`config.mk`:
```
export PLATFORM = sky130hd
export DESIGN_NAME = button_debounce_flat
export DESIGN_NICKNAME = d
export VERILOG_FILES = /design/src/rtl/button_debounce_pkg.sv /design/src/rtl/button_debounce_if.sv /design/src/rtl/button_debounce_sync_2ff.sv /design/src/rtl/button_debounce.sv /design/src/flat_wrapper.sv
export SDC_FILE = /design/constraint.sdc
export NUM_CORES = 1
export LEC_CHECK = 0
export CAP_MARGIN = 10
export CORE_ASPECT_RATIO = 0.75
export CORE_UTILIZATION = 48
export CTS_CLUSTER_DIAMETER = 150
export DETAILED_ROUTE_END_ITERATION = 6
export PLACE_DENSITY = 0.7
export SETUP_SLACK_MARGIN = 0.5
export SLEW_MARGIN = 20
export SYNTH_ARGS = -nofsm -noshare
export SYNTH_HDL_FRONTEND = slang
export SYNTH_SLANG_ARGS = --single-unit
export TNS_END_PERCENT = 1
```
`constraint.sdc`:
```
create_clock -name clk -period 3.2 [get_ports clk]
set_input_delay 0.48 -clock clk [delete_from_list [all_inputs] [get_ports clk]]
set_output_delay 0.48 -clock clk [all_outputs]
set_load 0.05 [all_outputs]
```
`src/rtl/button_debounce_pkg.sv`:
```
// Shared constants for the push-button debouncer: FSM state encoding,
// default debounce length and the widths of the switch and press counter.
package button_debounce_pkg;

  typedef enum logic [1:0] {
    IDLE      = 2'b00,
    PRESS_CHK = 2'b01,
    HELD      = 2'b10,
    REL_CHK   = 2'b11
  } state_t;

  // 10 ms of stable input at a 100 MHz clock
  localparam int DEBOUNCE_CYCLES_DEF = 1000000;
  localparam int CNT_W_DEF           = 20;
  localparam int SW_W                = 7;
  localparam int COUNT_W             = 8;

endpackage

```
`src/rtl/button_debounce_if.sv`:
```
// Signal bundle between the raw button/switch source and the debouncer.
// master drives the raw levels and observes the cleaned results; slave is
// the debouncer itself.
interface button_debounce_if;
  import button_debounce_pkg::*;

  logic               button;
  logic [SW_W-1:0]    sw;
  logic               btn_level;
  logic               btn_pulse;
  logic               btn_release;
  logic [SW_W-1:0]    sw_sample;
  logic [COUNT_W-1:0] press_count;

  modport master (
    output button, sw,
    input  btn_level, btn_pulse, btn_release, sw_sample, press_count
  );

  modport slave (
    input  button, sw,
    output btn_level, btn_pulse, btn_release, sw_sample, press_count
  );

endinterface

```
`src/rtl/button_debounce_sync_2ff.sv`:
```
// Two-flop synchronizer for asynchronous level inputs; the output follows
// the input two clock edges later.
module sync_2ff #(
  parameter int DATA_W = 1
) (
  input  logic              clk,
  input  logic              rst,
  input  logic [DATA_W-1:0] d,
  output logic [DATA_W-1:0] q
);

  logic [DATA_W-1:0] meta_p0;
  logic [DATA_W-1:0] sync_p1;

  // First flop may go metastable; second flop gives it a cycle to settle
  always_ff @(posedge clk or negedge rst) begin
    if (!rst) begin
      meta_p0 <= '0;
      sync_p1 <= '0;
    end else begin
      meta_p0 <= d;
      sync_p1 <= meta_p0;
    end
  end

  assign q = sync_p1;

endmodule

```
`src/rtl/button_debounce.sv`:
```
// Push-button debouncer: synchronizes the button and slide switches, qualifies
// press/release by requiring DEBOUNCE_CYCLES stable cycles, emits one-cycle
// press/release strobes, latches the switches on each press and counts presses.
module button_debounce
  import button_debounce_pkg::*;
#(
  parameter int DEBOUNCE_CYCLES = DEBOUNCE_CYCLES_DEF,
  parameter int CNT_W           = CNT_W_DEF
) (
  input logic               clk,
  input logic               rst,
  button_debounce_if.slave  bus
);

  localparam logic [CNT_W-1:0] CNT_LAST = CNT_W'(DEBOUNCE_CYCLES - 1);

  logic               sbtn;
  logic [SW_W-1:0]    ssw;

  state_t             state_q, state_d;
  logic [CNT_W-1:0]   cnt_q, cnt_d;
  logic               pulse_q, pulse_d;
  logic               rel_q, rel_d;
  logic [SW_W-1:0]    sample_q;
  logic [COUNT_W-1:0] presses_q;

  sync_2ff #(.DATA_W(1)) u_sync_btn (
    .clk (clk),
    .rst (rst),
    .d   (bus.button),
    .q   (sbtn)
  );

  sync_2ff #(.DATA_W(SW_W)) u_sync_sw (
    .clk (clk),
    .rst (rst),
    .d   (bus.sw),
    .q   (ssw)
  );

  // Next-state, qualification counter and strobe decode
  always_comb begin
    state_d = state_q;
    cnt_d   = cnt_q;
    pulse_d = 1'b0;
    rel_d   = 1'b0;
    unique case (state_q)
      IDLE: begin
        if (sbtn) begin
          state_d = PRESS_CHK;
          cnt_d   = '0;
        end
      end
      PRESS_CHK: begin
        if (!sbtn) begin
          state_d = IDLE;
          cnt_d   = '0;
        end else if (cnt_q == CNT_LAST) begin
          state_d = HELD;
          cnt_d   = '0;
          pulse_d = 1'b1;
        end else begin
          cnt_d = cnt_q + CNT_W'(1);
        end
      end
      HELD: begin
        if (!sbtn) begin
          state_d = REL_CHK;
          cnt_d   = '0;
        end
      end
      REL_CHK: begin
        if (sbtn) begin
          state_d = HELD;
          cnt_d   = '0;
        end else if (cnt_q == CNT_LAST) begin
          state_d = IDLE;
          cnt_d   = '0;
          rel_d   = 1'b1;
        end else begin
          cnt_d = cnt_q + CNT_W'(1);
        end
      end
      default: begin
        state_d = IDLE;
        cnt_d   = '0;
      end
    endcase
  end

  // State, counter and registered strobes; a confirmed press also latches
  // the synchronized switches seen at that same edge and bumps the count
  always_ff @(posedge clk or negedge rst) begin
    if (!rst) begin
      state_q   <= IDLE;
      cnt_q     <= '0;
      pulse_q   <= 1'b0;
      rel_q     <= 1'b0;
      sample_q  <= '0;
      presses_q <= '0;
    end else begin
      state_q <= state_d;
      cnt_q   <= cnt_d;
      pulse_q <= pulse_d;
      rel_q   <= rel_d;
      if (pulse_d) begin
        sample_q  <= ssw;
        presses_q <= presses_q + COUNT_W'(1);
      end
    end
  end

  assign bus.btn_level   = (state_q == HELD) || (state_q == REL_CHK);
  assign bus.btn_pulse   = pulse_q;
  assign bus.btn_release = rel_q;
  assign bus.sw_sample   = sample_q;
  assign bus.press_count = presses_q;

endmodule

```
`src/flat_wrapper.sv`:
```
// flat-port wrapper written by rule: the top's interface ports become plain ports
module button_debounce_flat import button_debounce_pkg::*;
#(
  parameter int DEBOUNCE_CYCLES = DEBOUNCE_CYCLES_DEF,
  parameter int CNT_W           = CNT_W_DEF
)
  (clk, rst, bus_button, bus_sw, bus_btn_level, bus_btn_pulse, bus_btn_release, bus_sw_sample, bus_press_count);
  button_debounce_if bus_i ();
  input logic clk;
  input logic rst;
  input wire logic [$bits(bus_i.button)-1:0] bus_button;
  input wire logic [$bits(bus_i.sw)-1:0] bus_sw;
  output wire logic [$bits(bus_i.btn_level)-1:0] bus_btn_level;
  output wire logic [$bits(bus_i.btn_pulse)-1:0] bus_btn_pulse;
  output wire logic [$bits(bus_i.btn_release)-1:0] bus_btn_release;
  output wire logic [$bits(bus_i.sw_sample)-1:0] bus_sw_sample;
  output wire logic [$bits(bus_i.press_count)-1:0] bus_press_count;
  assign bus_i.button = bus_button;
  assign bus_i.sw = bus_sw;
  assign bus_btn_level = bus_i.btn_level;
  assign bus_btn_pulse = bus_i.btn_pulse;
  assign bus_btn_release = bus_i.btn_release;
  assign bus_sw_sample = bus_i.sw_sample;
  assign bus_press_count = bus_i.press_count;
  button_debounce #(.DEBOUNCE_CYCLES(DEBOUNCE_CYCLES), .CNT_W(CNT_W)) u_core (.clk(clk), .rst(rst), .bus(bus_i));
endmodule
```
* After elaboration in Yosys (flattened, before gate mapping) *
Index checks and enable logic that the tools add are counted.

operators by class
  add/subtract/negate cells = 2
  multiply operators = 0
  div/mod/pow operators = 0
  order comparisons = 0
  equal/unequal tests = 8
  shifts and indexed selects = 0
  muxes and demuxes = 18
  bitwise operators = 0
  reductions and logical operators = 4

operator list
  operator                                               number
  2-to-1 mux 20 bit                                      5
  one-hot mux 20 bit (4 select lines)                    1
  adder 20 x 1 -> 20 bit, second input constant          1
  == test 20 bit, second input constant                  1
  2-to-1 mux 2 bit                                       6
  adder 8 x 1 -> 8 bit, second input constant            1
  one-hot mux 2 bit (4 select lines)                     1
  inequality test 3 x 2 -> 1 bit, second input constant  2
  2-to-1 mux 1 bit                                       5
  == test 2 bit, second input constant                   2
  inequality test 2 bit, second input constant           2
  AND reduction 4 bit                                    1
  == test 2 x 1 -> 1 bit, second input constant          1
  zero test 2 bit                                        1
  AND reduction 2 bit                                    1
  logical OR 1 bit                                       1

storage, ports and cells
  register bits = 55
  latch bits = 0
  RAM bits = 0
  ROM bits = 0
  bits of input ports = 10
  output and inout bits = 18
  word-level logic and storage cells = 42
  memories kept = 0

* Depth between registers and ports, before layout *
Gate-level depths: netlist of run 1.

  word-level depth = 4
  gate-level depth with buffers = 7

* Hierarchy *
Synthesis of run 1 repeated with hierarchy kept, for this count alone.

unflattened totals
  cells, all modules = 214
  area total of the unflattened synthesis = 2334.7 µm²

modules (own cells, without submodules)
  module                        instances  cells each  area an instance (µm²)  sequential area each (µm²)
  button_debounce               1          198         1934.4                  975.9
  sync_2ff (u_core.u_sync_sw)   1          14          350.3                   350.3
  sync_2ff (u_core.u_sync_btn)  1          2           50.0                    50.0

* Worst setup path before layout of run 1 *
OpenSTA, ideal clock, no wires.

  path type = register to register
  start = register u_core.cnt_q[11]
  end = register u_core.presses_q[1] (netlist: u_core.bus.press_count[1])
  library setup time = 0.125 ns
  arrival = 1.897 ns
  data required time = 3.075 ns
  slack = 1.179 ns
  stages on the path, launching flop included = 6
  buffers on the path = 1
  clock period less this slack = 2.021 ns
  path through = dfrtp_1 or4b_4 nor4_4 and4_1 buf_6 mux2_2

between the ends
  longest elaborated chain between the ends = 4

ends and longest elaborated chain
  item                      RTL line                text
  start: declaration        button_debounce.sv:21   logic [CNT_W-1:0] cnt_q, cnt_d;
  start signal: assignment  button_debounce.sv:103  cnt_q <= cnt_d;
  == test 20 bit            button_debounce.sv:58   end else if (cnt_q == CNT_LAST) begin
  2-to-1 mux 1 bit          button_debounce.sv:58
  2-to-1 mux 1 bit          button_debounce.sv:55   if (!sbtn) begin
  2-to-1 mux 1 bit          button_debounce.sv:47   unique case (state_q)
  end signal: assignment    button_debounce.sv:108  presses_q <= presses_q + COUNT_W'(1);
  end: declaration          button_debounce.sv:25   logic [COUNT_W-1:0] presses_q;

Every way passes these cells.
A chain may end at the register's enable or synchronous reset.

* Worst setup path after layout of run 1 *
  start = register u_core.cnt_q[0]
  end = register u_core.sample_q[5] (netlist: u_core.bus.sw_sample[5])

between the ends
  longest elaborated chain between the ends = 4

ends and longest elaborated chain
  item                    RTL line                text
  == test 20 bit          button_debounce.sv:58
  2-to-1 mux 1 bit        button_debounce.sv:58
  2-to-1 mux 1 bit        button_debounce.sv:55
  2-to-1 mux 1 bit        button_debounce.sv:47
  end signal: assignment  button_debounce.sv:107  sample_q <= ssw;
  end: declaration        button_debounce.sv:24   logic [SW_W-1:0] sample_q;

Every way passes these cells.

==> results of run 1 <==
[per-stage QoR]
| step | total power, W | cells | setup WS, ns |
|---|---|---|---|
| global placement | 0.00114 | 286 | 0.885 |
| floorplan | 0.00104 | 206 | 1.18 |
| global route | 0.00169 | 294 | 0.664 |
| CTS | 0.00161 | 294 | 0.833 |
| detailed placement | 0.00114 | 286 | 0.839 |
| finish | 0.00159 | 294 | 0.846 |
[placed cells by master (no fill, tap or decap), types with 2 or more instances in the layout]
master           count
a21o_1               2
a21oi_1             18
a31oi_1              3
and3_1               6
and4_1               2
buf_4                4
clkbuf_8             5
clkdlybuf4s50_1     26
dfrtp_1             55
ha_1                 2
inv_1                9
mux2_2               8
nand2_1             14
nand3_1             11
nand4_1              7
nor2_1               5
nor3_1               3
nor3b_1              2
nor4_4               2
o21ai_0             14
or3_1                8
or4_1                2
xnor2_1              6
xor2_1               2
[metal layers]
layer | track usage [%] | part of all wire [%]
met1 | 25.8 | 52
met2 | 24.5 | 44
met3 | 3.96 | 2.6
met4 | 6.47 | 1.5
met5 | 0 | 0
[sequential cells by signal, summed over array words and instances, names as in the netlist, named ones only]
name and count:
u_core.bus.btn_pulse 1, u_core.u_sync_sw.meta_p0 7, u_core.bus.btn_release 1, u_core.u_sync_sw.q 7, u_core.state_q 1, u_core.u_sync_btn.meta_p0 1
u_core.bus.press_count 8, u_core.cnt_q 20, u_core.u_sync_btn.q 1, u_core.bus.sw_sample 7
[logic make-up after synthesis]
family | after synthesis | synth area share, %
AND/OR/NAND/NOR | 72 | 19.1
AO/OA/AOI/OAI | 42 | 10.3
adder cells (fa/ha/maj) | 2 | 1.06
XOR/XNOR | 8 | 2.96
multiplexers | 10 | 4.87
buffers and inverters | 17 | 3.54
flip-flops | 55 | 58.2
[cell usage after synthesis, drive strengths merged]
library cell and count:
buf 4, a21o 3, a31oi 3, and4 3
nor2b 1, or2 1, a41oi 1, xnor2 6
a22o 1, o211ai 1, inv 9, nand2 15
nor2 5, o21ai 14, or4 2, o2bb2ai 1
nand3 12, dfrtp 55, clkbuf 4, or4b 1
nand2b 1, nor4 4, mux2i 1, and3 6
nor3 3, mux2 9, or3 8, xor2 2
nor3b 2, a21oi 18, ha 2, nand4 8
[worst reg2reg max path, delay by kind of cell (launching register included)]
| kind | cells | cell delay, ns |
|---|---|---|
| mux | 1 | 0.39 |
| simple gates | 3 | 1.18 |
| fa+ha+maj | 1 | 0.28 |
| flops | 1 | 0.41 |
[path summary, 6_finish.rpt]
| path | startpoint | to | slack [ns] | cells past startpoint |
|---|---|---|---|---|
| max | u_core.cnt_q[0]$_DFFE_PN0P_ | u_core.bus.sw_sample[5]$_DFFE_PN0P_ | 0.85 | 5 |
| max reg2reg | u_core.cnt_q[0]$_DFFE_PN0P_ | u_core.bus.sw_sample[5]$_DFFE_PN0P_ | 0.85 | 5 |
| min reg2reg | u_core.u_sync_btn.meta_p0$_DFF_PN0_ | u_core.u_sync_btn.q$_DFF_PN0_ | 0.35 | 0 |
| min | rst | u_core.cnt_q[3]$_DFFE_PN0P_ | 0.09 | 1 |
| max in group asynchronous | rst | u_core.u_sync_sw.meta_p0[4]$_DFF_PN0_ | 2.48 | 2 |
| min in group clk | u_core.u_sync_btn.meta_p0$_DFF_PN0_ | u_core.u_sync_btn.q$_DFF_PN0_ | 0.35 | 0 |
[area by class of cell]
cell class / count / area share, %
Multi-Input combinational cell: 134 / 32.4
Clock inverter: 3 / 1.65
Timing Repair Buffer: 31 / 10.6
Tap cell: 57 / 2.55
Inverter: 9 / 1.21
Sequential cell: 55 / 49.2
Clock buffer: 5 / 2.46
[power by group through the flow]
| stage | Combinational (W) | Sequential, W | Clock (W) |
|---|---|---|---|
| 2_1_floorplan | 0.000265 | 0.000774 | 0 |
| 5_1_grt | 0.000403 | 0.000778 | 0.000512 |
| 3_3_place_gp | 0.000355 | 0.000781 | 0 |
| 3_5_place_dp | 0.000354 | 0.000783 | 0 |
| 6_report | 0.000354 | 0.000769 | 0.000465 |
| 4_1_cts | 0.000356 | 0.000770 | 0.000482 |
==> results.txt, run 1 <==
The run finished with clean final reports. A synthesized cell averages 11.5 sq um. After detailed routing, the average wire length per cell comes to 13.5 um.

The repair_antennas step left the layout with diodes totalling 0. The placed instances occupy a cell area of 0.00268 sq mm. The register area share after synthesis was 58.2%; the initial antenna violation count was 0.

In this run the static leakage power is 1.22 nW. The root buffer cell chosen for the clock tree is clkbuf_8. In the final layout, the multi-input gates occupy 906 sq um.

The biggest cell delay along the critical path is 0.55 ns, and the number of nets still failing antenna checks after routing is 0. The height of the die is 62.8 um, and the number of H-tree levels is 2. Data on the critical path is required at its endpoint by 3.40 ns. The HPWL after detailed placement was 2.83 mm; the total routed wirelength was 3.96 mm. For the vias after detailed routing, the log shows 1586.

In this run the power density over the cells is 568 mW/mm^2. The synthesized design devotes to its leading area cell type 58.2% of total area. The tools report the element type at the critical path start as a flop. The largest fanout on the critical path is 10, and the starting DRC count in detailed routing is 80. The number of gates resized after CTS was 0. Floorplan die width: 83.1 um. Using the TritonRoute via totals, the vias-per-cell ratio works out to 5.39.

In the final layout, the share of cells above drive strength 1 is 13.1%. The switching power as a share of total power works out to 31.0%. Traced cell by cell, the critical path runs through ha_1 > nand3_1 > nor4_4 > and4_1 > mux2_2. Of all cell types, the one taking the most synthesized area is dfrtp_1.

The logs give 0.425 GHz for the highest achievable clock rate and 61.0% for the headroom to the max-slew limit. The count of hold-fix buffers inserted at cts was 0; the number of CTS-inserted buffers was 5. For the pin with the worst max-slew slack, the measured transition is 0.581 ns.

Pin placement for this block handled 28 I/O pins. After clock tree synthesis, the clock-pin slew on the worst setup and hold paths is 0.10 ns. The tools report the synthesized netlist net count as 218.

After synthesis, the netlist uses 42 different library cells. The register share of total power is 48.5%. For this design, the slowest cell found on the critical path is and4_1.

Combinational logic is responsible for 22.3% of the overall power. For this configuration, the core starts out at a cell density of 51.5%. The total iterations of the first detailed-routing run is 4, and the sequential cell area is 0.00138 sq mm. The number of setup violations in the final report is 0. In the routed design, unresolved DRC markers number 0. The internal power of the cells totals 0.00110 W. STA classifies the critical path endpoint as a flop. The max-cap violation count is 0, and the shortest clock period the worst path allows after layout is 2.35 ns. In this run the deepest clock path goes through 2 buffers.

Flip-flop and latch count after synthesis: 55. The logs give 400 for the layout filler cell count and 55 for the total number of clock tree sinks. The fraction of the cycle the final worst path needs is 73.6%, and the worst ir drop on vdd is 0.363 mV. The pin count of the biggest net entering global routing was 25; the number of placement rows was 21. The final layout contains 248 nets.

The critical path is of the reg2reg type. The run gives 0.0870 ns as the worst hold margin. After clock tree synthesis, the setup repair step added 0 buffers.

The finished cells cover 0.00280 sq mm. Together, buffers and inverters on the worst path number 0. The area of the placeable core was 0.00460 sq mm; the clock insertion delay at the later pin of the skew report was 0.31 ns.

The tools report the switching component of the power as 0.000492 W. Setup repair after global routing left no endpoint under its margin. The first global-routing pass estimated 7.14 mm of wire. The via count of the first global-routing pass is 1423.

Ranked by total cell area, the synthesized netlist is headed by dfrtp_1 58%, a21oi_1 3.8%, mux2_2 3.8%. Compared with the post-synthesis result, the final layout area differs by 18.2%. The Yosys step of the flow raised 0 warnings.

The clock skew is 0.00313 ns. For the final estimated routing congestion in global placement, the log shows 0.750. The logs give 0.00522 sq mm for the area enclosed by the die boundary and 0 for the final hold violation count. For this run, the share of the core covered by cells in the final layout is 60.8%.

For this run, the total global-route usage over all layers was measured as 17.3%. TritonCTS built the clock tree. Grouping stages by cell kind, the critical path spends the most delay in simple AND/OR/NAND/NOR gates. Number of port buffers: 27.

Data on the critical path arrives at its endpoint at 2.55 ns. Global routing finished with a remaining overflow of 0. The post-route setup TNS was 0 ns. The type of the worst min-delay path was in2async. In this run the cell area of the synthesized design comes to 0.00237 sq mm. The logs give 0 for the final number of max-transition violations and 29.3% for the clock share of power. In the synthesized netlist, the number of instances is 206.
Note: power is estimated with default switching activity, not from simulation.
==> run 2, diff against run 1 <==
--- a/config.mk
+++ b/config.mk
@@ -10,7 +10,7 @@
 export CORE_UTILIZATION = 48
 export CTS_CLUSTER_DIAMETER = 150
 export DETAILED_ROUTE_END_ITERATION = 6
-export PLACE_DENSITY = 0.7
+export PLACE_DENSITY = 0.73
 export SETUP_SLACK_MARGIN = 0.5
 export SLEW_MARGIN = 20
 export SYNTH_ARGS = -nofsm -noshare
==> constraint.sdc (replaced) <==
create_clock -name clk -period 1.9 [get_ports clk]
set_input_delay 0.285 -clock clk [delete_from_list [all_inputs] [get_ports clk]]
set_output_delay 0.285 -clock clk [all_outputs]
set_load 0.05 [all_outputs]
==> run 2 against run 1 <==
  * The flow now finishes with violations (negative setup slack)
  * Non-clock buffer count increased by 20
  * Clock-buffer cell count is the same
  * Via count grew 7.6%
  * Sequential power up 68%
==> results.txt, run 2 (synthesis results as in run 1) <==
The number of setup violations in the final report is 13 (+13), and the pin count of the biggest net entering global routing is 37 (+48%). The clock skew is 0.00798 ns (+0.00485 ns), and the number of port buffers is 27 (unchanged). The number of H-tree levels came out at 2 (unchanged). The run gives 26.5% (+4.2 points) as the combinational fraction of design power. Share of post-route cells with drive strength above 1: 28.8% (+16 points). TritonCTS built the clock tree. The final number of max-transition violations came out at 0 (unchanged). The synthesis-to-finish area growth came out at 27.3%. Setup repair after global routing could not meet its margin everywhere.

The area enclosed by the die boundary came out at 0.00522 sq mm (unchanged). The endpoint class of the critical path is a flop. For the remaining design rule violation count, the log shows 0 (unchanged).

The flow ran to the end, but the final reports show violations. The number of nets still failing antenna checks after routing is 0 (unchanged), and the flip-flop count of the largest register, all copies and words added is 20 (unchanged). The critical path is of the reg2reg type. The tools report the sum of overflow across all layers after global routing as 0 (unchanged). The min-delay analysis places its worst path in the category reg2reg. The tools report the critical path data arrival time as 2.18 ns (-0.37 ns). The final reports fail on negative setup slack. The endpoint identified for the worst register-to-register timing path is u_core.bus.press_count[1]$_DFFE_PN0P_.

The total routed wirelength is 4.68 mm (+18%). The height of the die is 62.8 um (unchanged), and the wire length of the first global-routing pass is 8.06 mm (+13%). The switching power as a share of total power is 33.7% (+2.7 points), and the cell area after layout is 0.00301 sq mm (+7.6%).

The layout net count is 268 (+8.1%), and the power per cell area is 895 mW/mm^2 (+58%). The headroom to the max-slew limit was 67.7% (+6.7 points); the ratio of routed vias to standard cells was 5.43 (+0.71%). The transition time of the tightest slew-check pin is 0.487 ns (-0.0944 ns), and the layout filler cell count is 349 (-13%). The register share of total power was 47.9% (-0.6 points). The area of the placeable core is 0.00460 sq mm (unchanged). The run gives 2 (unchanged) as the maximum buffer depth of the clock tree. The tree is rooted in a clkbuf_8.

The switching component of the power was 0.000909 W (+85%). The worst setup path is launched from a flop. For the number of diodes added for antenna fixing, the log shows 0 (unchanged). The shortest clock period the worst path allows after layout was 1.97 ns (-0.380 ns). The max-cap violation count is 0 (unchanged). Starting DRC count in detailed routing: 141 (+76%). The logs give 21 (unchanged) for the number of placement rows and 0.507 GHz (+19%) for the highest achievable clock rate. Total number of clock tree sinks: 55 (unchanged). The run gives 1.38 nW (+13%) as the cell leakage power.

The initial antenna violation count is 0 (unchanged). The final estimated routing congestion in global placement is 0.802 (+7.0%), and the number of cells traversed by the worst register-to-register path is 5 (unchanged). Clock share of power: 25.6% (-3.7 points).

The total iterations of the first detailed-routing run was 4 (unchanged); the HPWL after detailed placement was 3.19 mm (+13%). The top-level I/O count is 28 (unchanged). The run gives 1706 (+7.6%) as the vias after detailed routing. The clock insertion delay at the later pin of the skew report came out at 0.32 ns (about the same). The per-cell routed wire length is 14.9 um (+11%), and the effective utilization at floorplan is 51.5% (unchanged). The final hold violation count was 0 (unchanged).

The worst register-to-register path begins at u_core.cnt_q[11]$_DFFE_PN0P_. The fraction of the cycle the final worst path needs is 104% (+30 points). The tools report the post-route setup TNS as -0.555 ns (-0.555 ns). The tools report the critical path capture point as u_core.bus.press_count[1]$_DFFE_PN0P_. More flip-flops sit in one register than any other, and that register is u_core.cnt_q. The tools report the worst setup path startpoint as u_core.cnt_q[11]$_DFFE_PN0P_. The run gives -0.07 ns (-0.92 ns) as the setup slack of the worst register-to-register path. For the final critical-path setup slack, the log shows -0.0736 ns (-0.920 ns). Area of placed instances: 0.00285 sq mm (+6.2%). The library cell used most frequently in the layout, excluding fill and tap cells, is dfrtp_1. The largest fanout on the critical path was 10 (unchanged); the required time of the worst setup path was 2.11 ns (-1.29 ns). The number of CTS-inserted buffers is 5 (unchanged). The clock-pin slew on the worst setup and hold paths works out to 0.11 ns (about the same). In the layout the commonest cells are 54 x dfrtp_1, 18 x a21oi_1, 18 x buf_4.

The via count of the first global-routing pass was 1625 (+14%); the worst ir drop on vdd was 0.468 mV (+29%). The floorplan die width was 83.1 um (unchanged); the internal power of the cells was 0.00179 W (+63%). The all-layer global routing usage was 19.8% (+2.5 points).
==> run 2: changes by cell type in the layout (fill, tap and decap cells not counted), sizes merged <==
cell,delta
inv,+1
dlygate4sd3,+1
dlygate4sd2,+2
bufinv,-1
buf,+26
clkdlybuf4s15,+9
clkdlybuf4s50,-18
==> run 2: power by group through the flow <==
stage          logic [W]  clock network, W  registers [W]
2_1_floorplan   0.000446                 0        0.00130
3_3_place_gp    0.000671                 0        0.00131
3_5_place_dp    0.000684                 0        0.00131
4_1_cts         0.000693          0.000706        0.00129
5_1_grt         0.000794          0.000761        0.00130
6_report        0.000715          0.000689        0.00129
==> run 2: routing by layer <==
layer	vias to the layer above	global-route usage (%)	wire length (um)
met1	819	29.3	2330
li1	837	-	-
met5	-	0	0
met3	5	5.55	244
met2	45	28.3	2070
met4	0	5.82	36
==> run 2: worst min-delay path by stage <==
stage	end	from	slack [ns]	cells past startpoint
after floorplan	async pin	rst	-0.01	0
after global placement	u_core.cnt_q[9]$_DFFE_PN0P_	rst	0.27	1
after detailed placement	u_core.cnt_q[6]$_DFFE_PN0P_	rst	0.27	1
after CTS	u_core.u_sync_sw.q[3]$_DFF_PN0_	u_core.u_sync_sw.meta_p0[3]$_DFF_PN0_	0.36	0
after global routing	u_core.u_sync_sw.q[2]$_DFF_PN0_	u_core.u_sync_sw.meta_p0[2]$_DFF_PN0_	0.36	0
final	u_core.u_sync_sw.q[3]$_DFF_PN0_	u_core.u_sync_sw.meta_p0[3]$_DFF_PN0_	0.36	0
==> run 2: stage by stage <==
| step | util (%) | hold WS, ns | worst slack [ns] | std cells | total power (W) |
|---|---|---|---|---|---|
| 3_3_place_gp | 62.0 | 0.269 | -0.0398 | 305 | 0.00198 |
| 5_1_grt | 65.5 | 0.364 | -0.123 | 314 | 0.00286 |
| 2_1_floorplan | - | -0.0106 | -0.121 | 206 | 0.00175 |
| 6_report | 65.5 | 0.358 | -0.0736 | 314 | 0.00269 |
| 4_1_cts | 65.2 | 0.359 | -0.0745 | 314 | 0.00269 |
| 3_5_place_dp | 62.0 | 0.270 | -0.0595 | 305 | 0.00200 |
==> run 2: area by class of cell <==
cell class	instances	area, sq um	share of cell area, %
timing repair buffer	51	458	15.2
tap	57	71.3	2.37
multi-input combinational	134	975	32.4
sequential	55	1380	45.7
inverter	9	33.8	1.12
clock inverter	3	27.5	0.914
clock buffer	5	68.8	2.29
==> run 2: timing repair <==
action	4_1_cts	5_1_grt
endpoints found under the hold margin	19	0
gates resized for setup	71	19
hold buffers	1	0
pin swaps	14	9
setup buffers	0	0
endpoints found under the setup margin	57	44
==> run 2: critical path, cell delays in order (launching register included) <==
cell     delay (ns)
dfrtp_1        0.39
or4b_4         0.54
nor4_4         0.19
and4_4         0.27
buf_12         0.14
mux2_2         0.33
==> run 3, diff against run 2 <==
--- a/config.mk
+++ b/config.mk
@@ -5,6 +5,7 @@
 export SDC_FILE = /design/constraint.sdc
 export NUM_CORES = 1
 export LEC_CHECK = 0
+export ABC_CLOCK_PERIOD_IN_PS = 1900
 export CAP_MARGIN = 10
 export CORE_ASPECT_RATIO = 0.75
 export CORE_UTILIZATION = 48
==> results of run 3 <==
The final DEF is identical to that of run 2; final timing and power are the same.
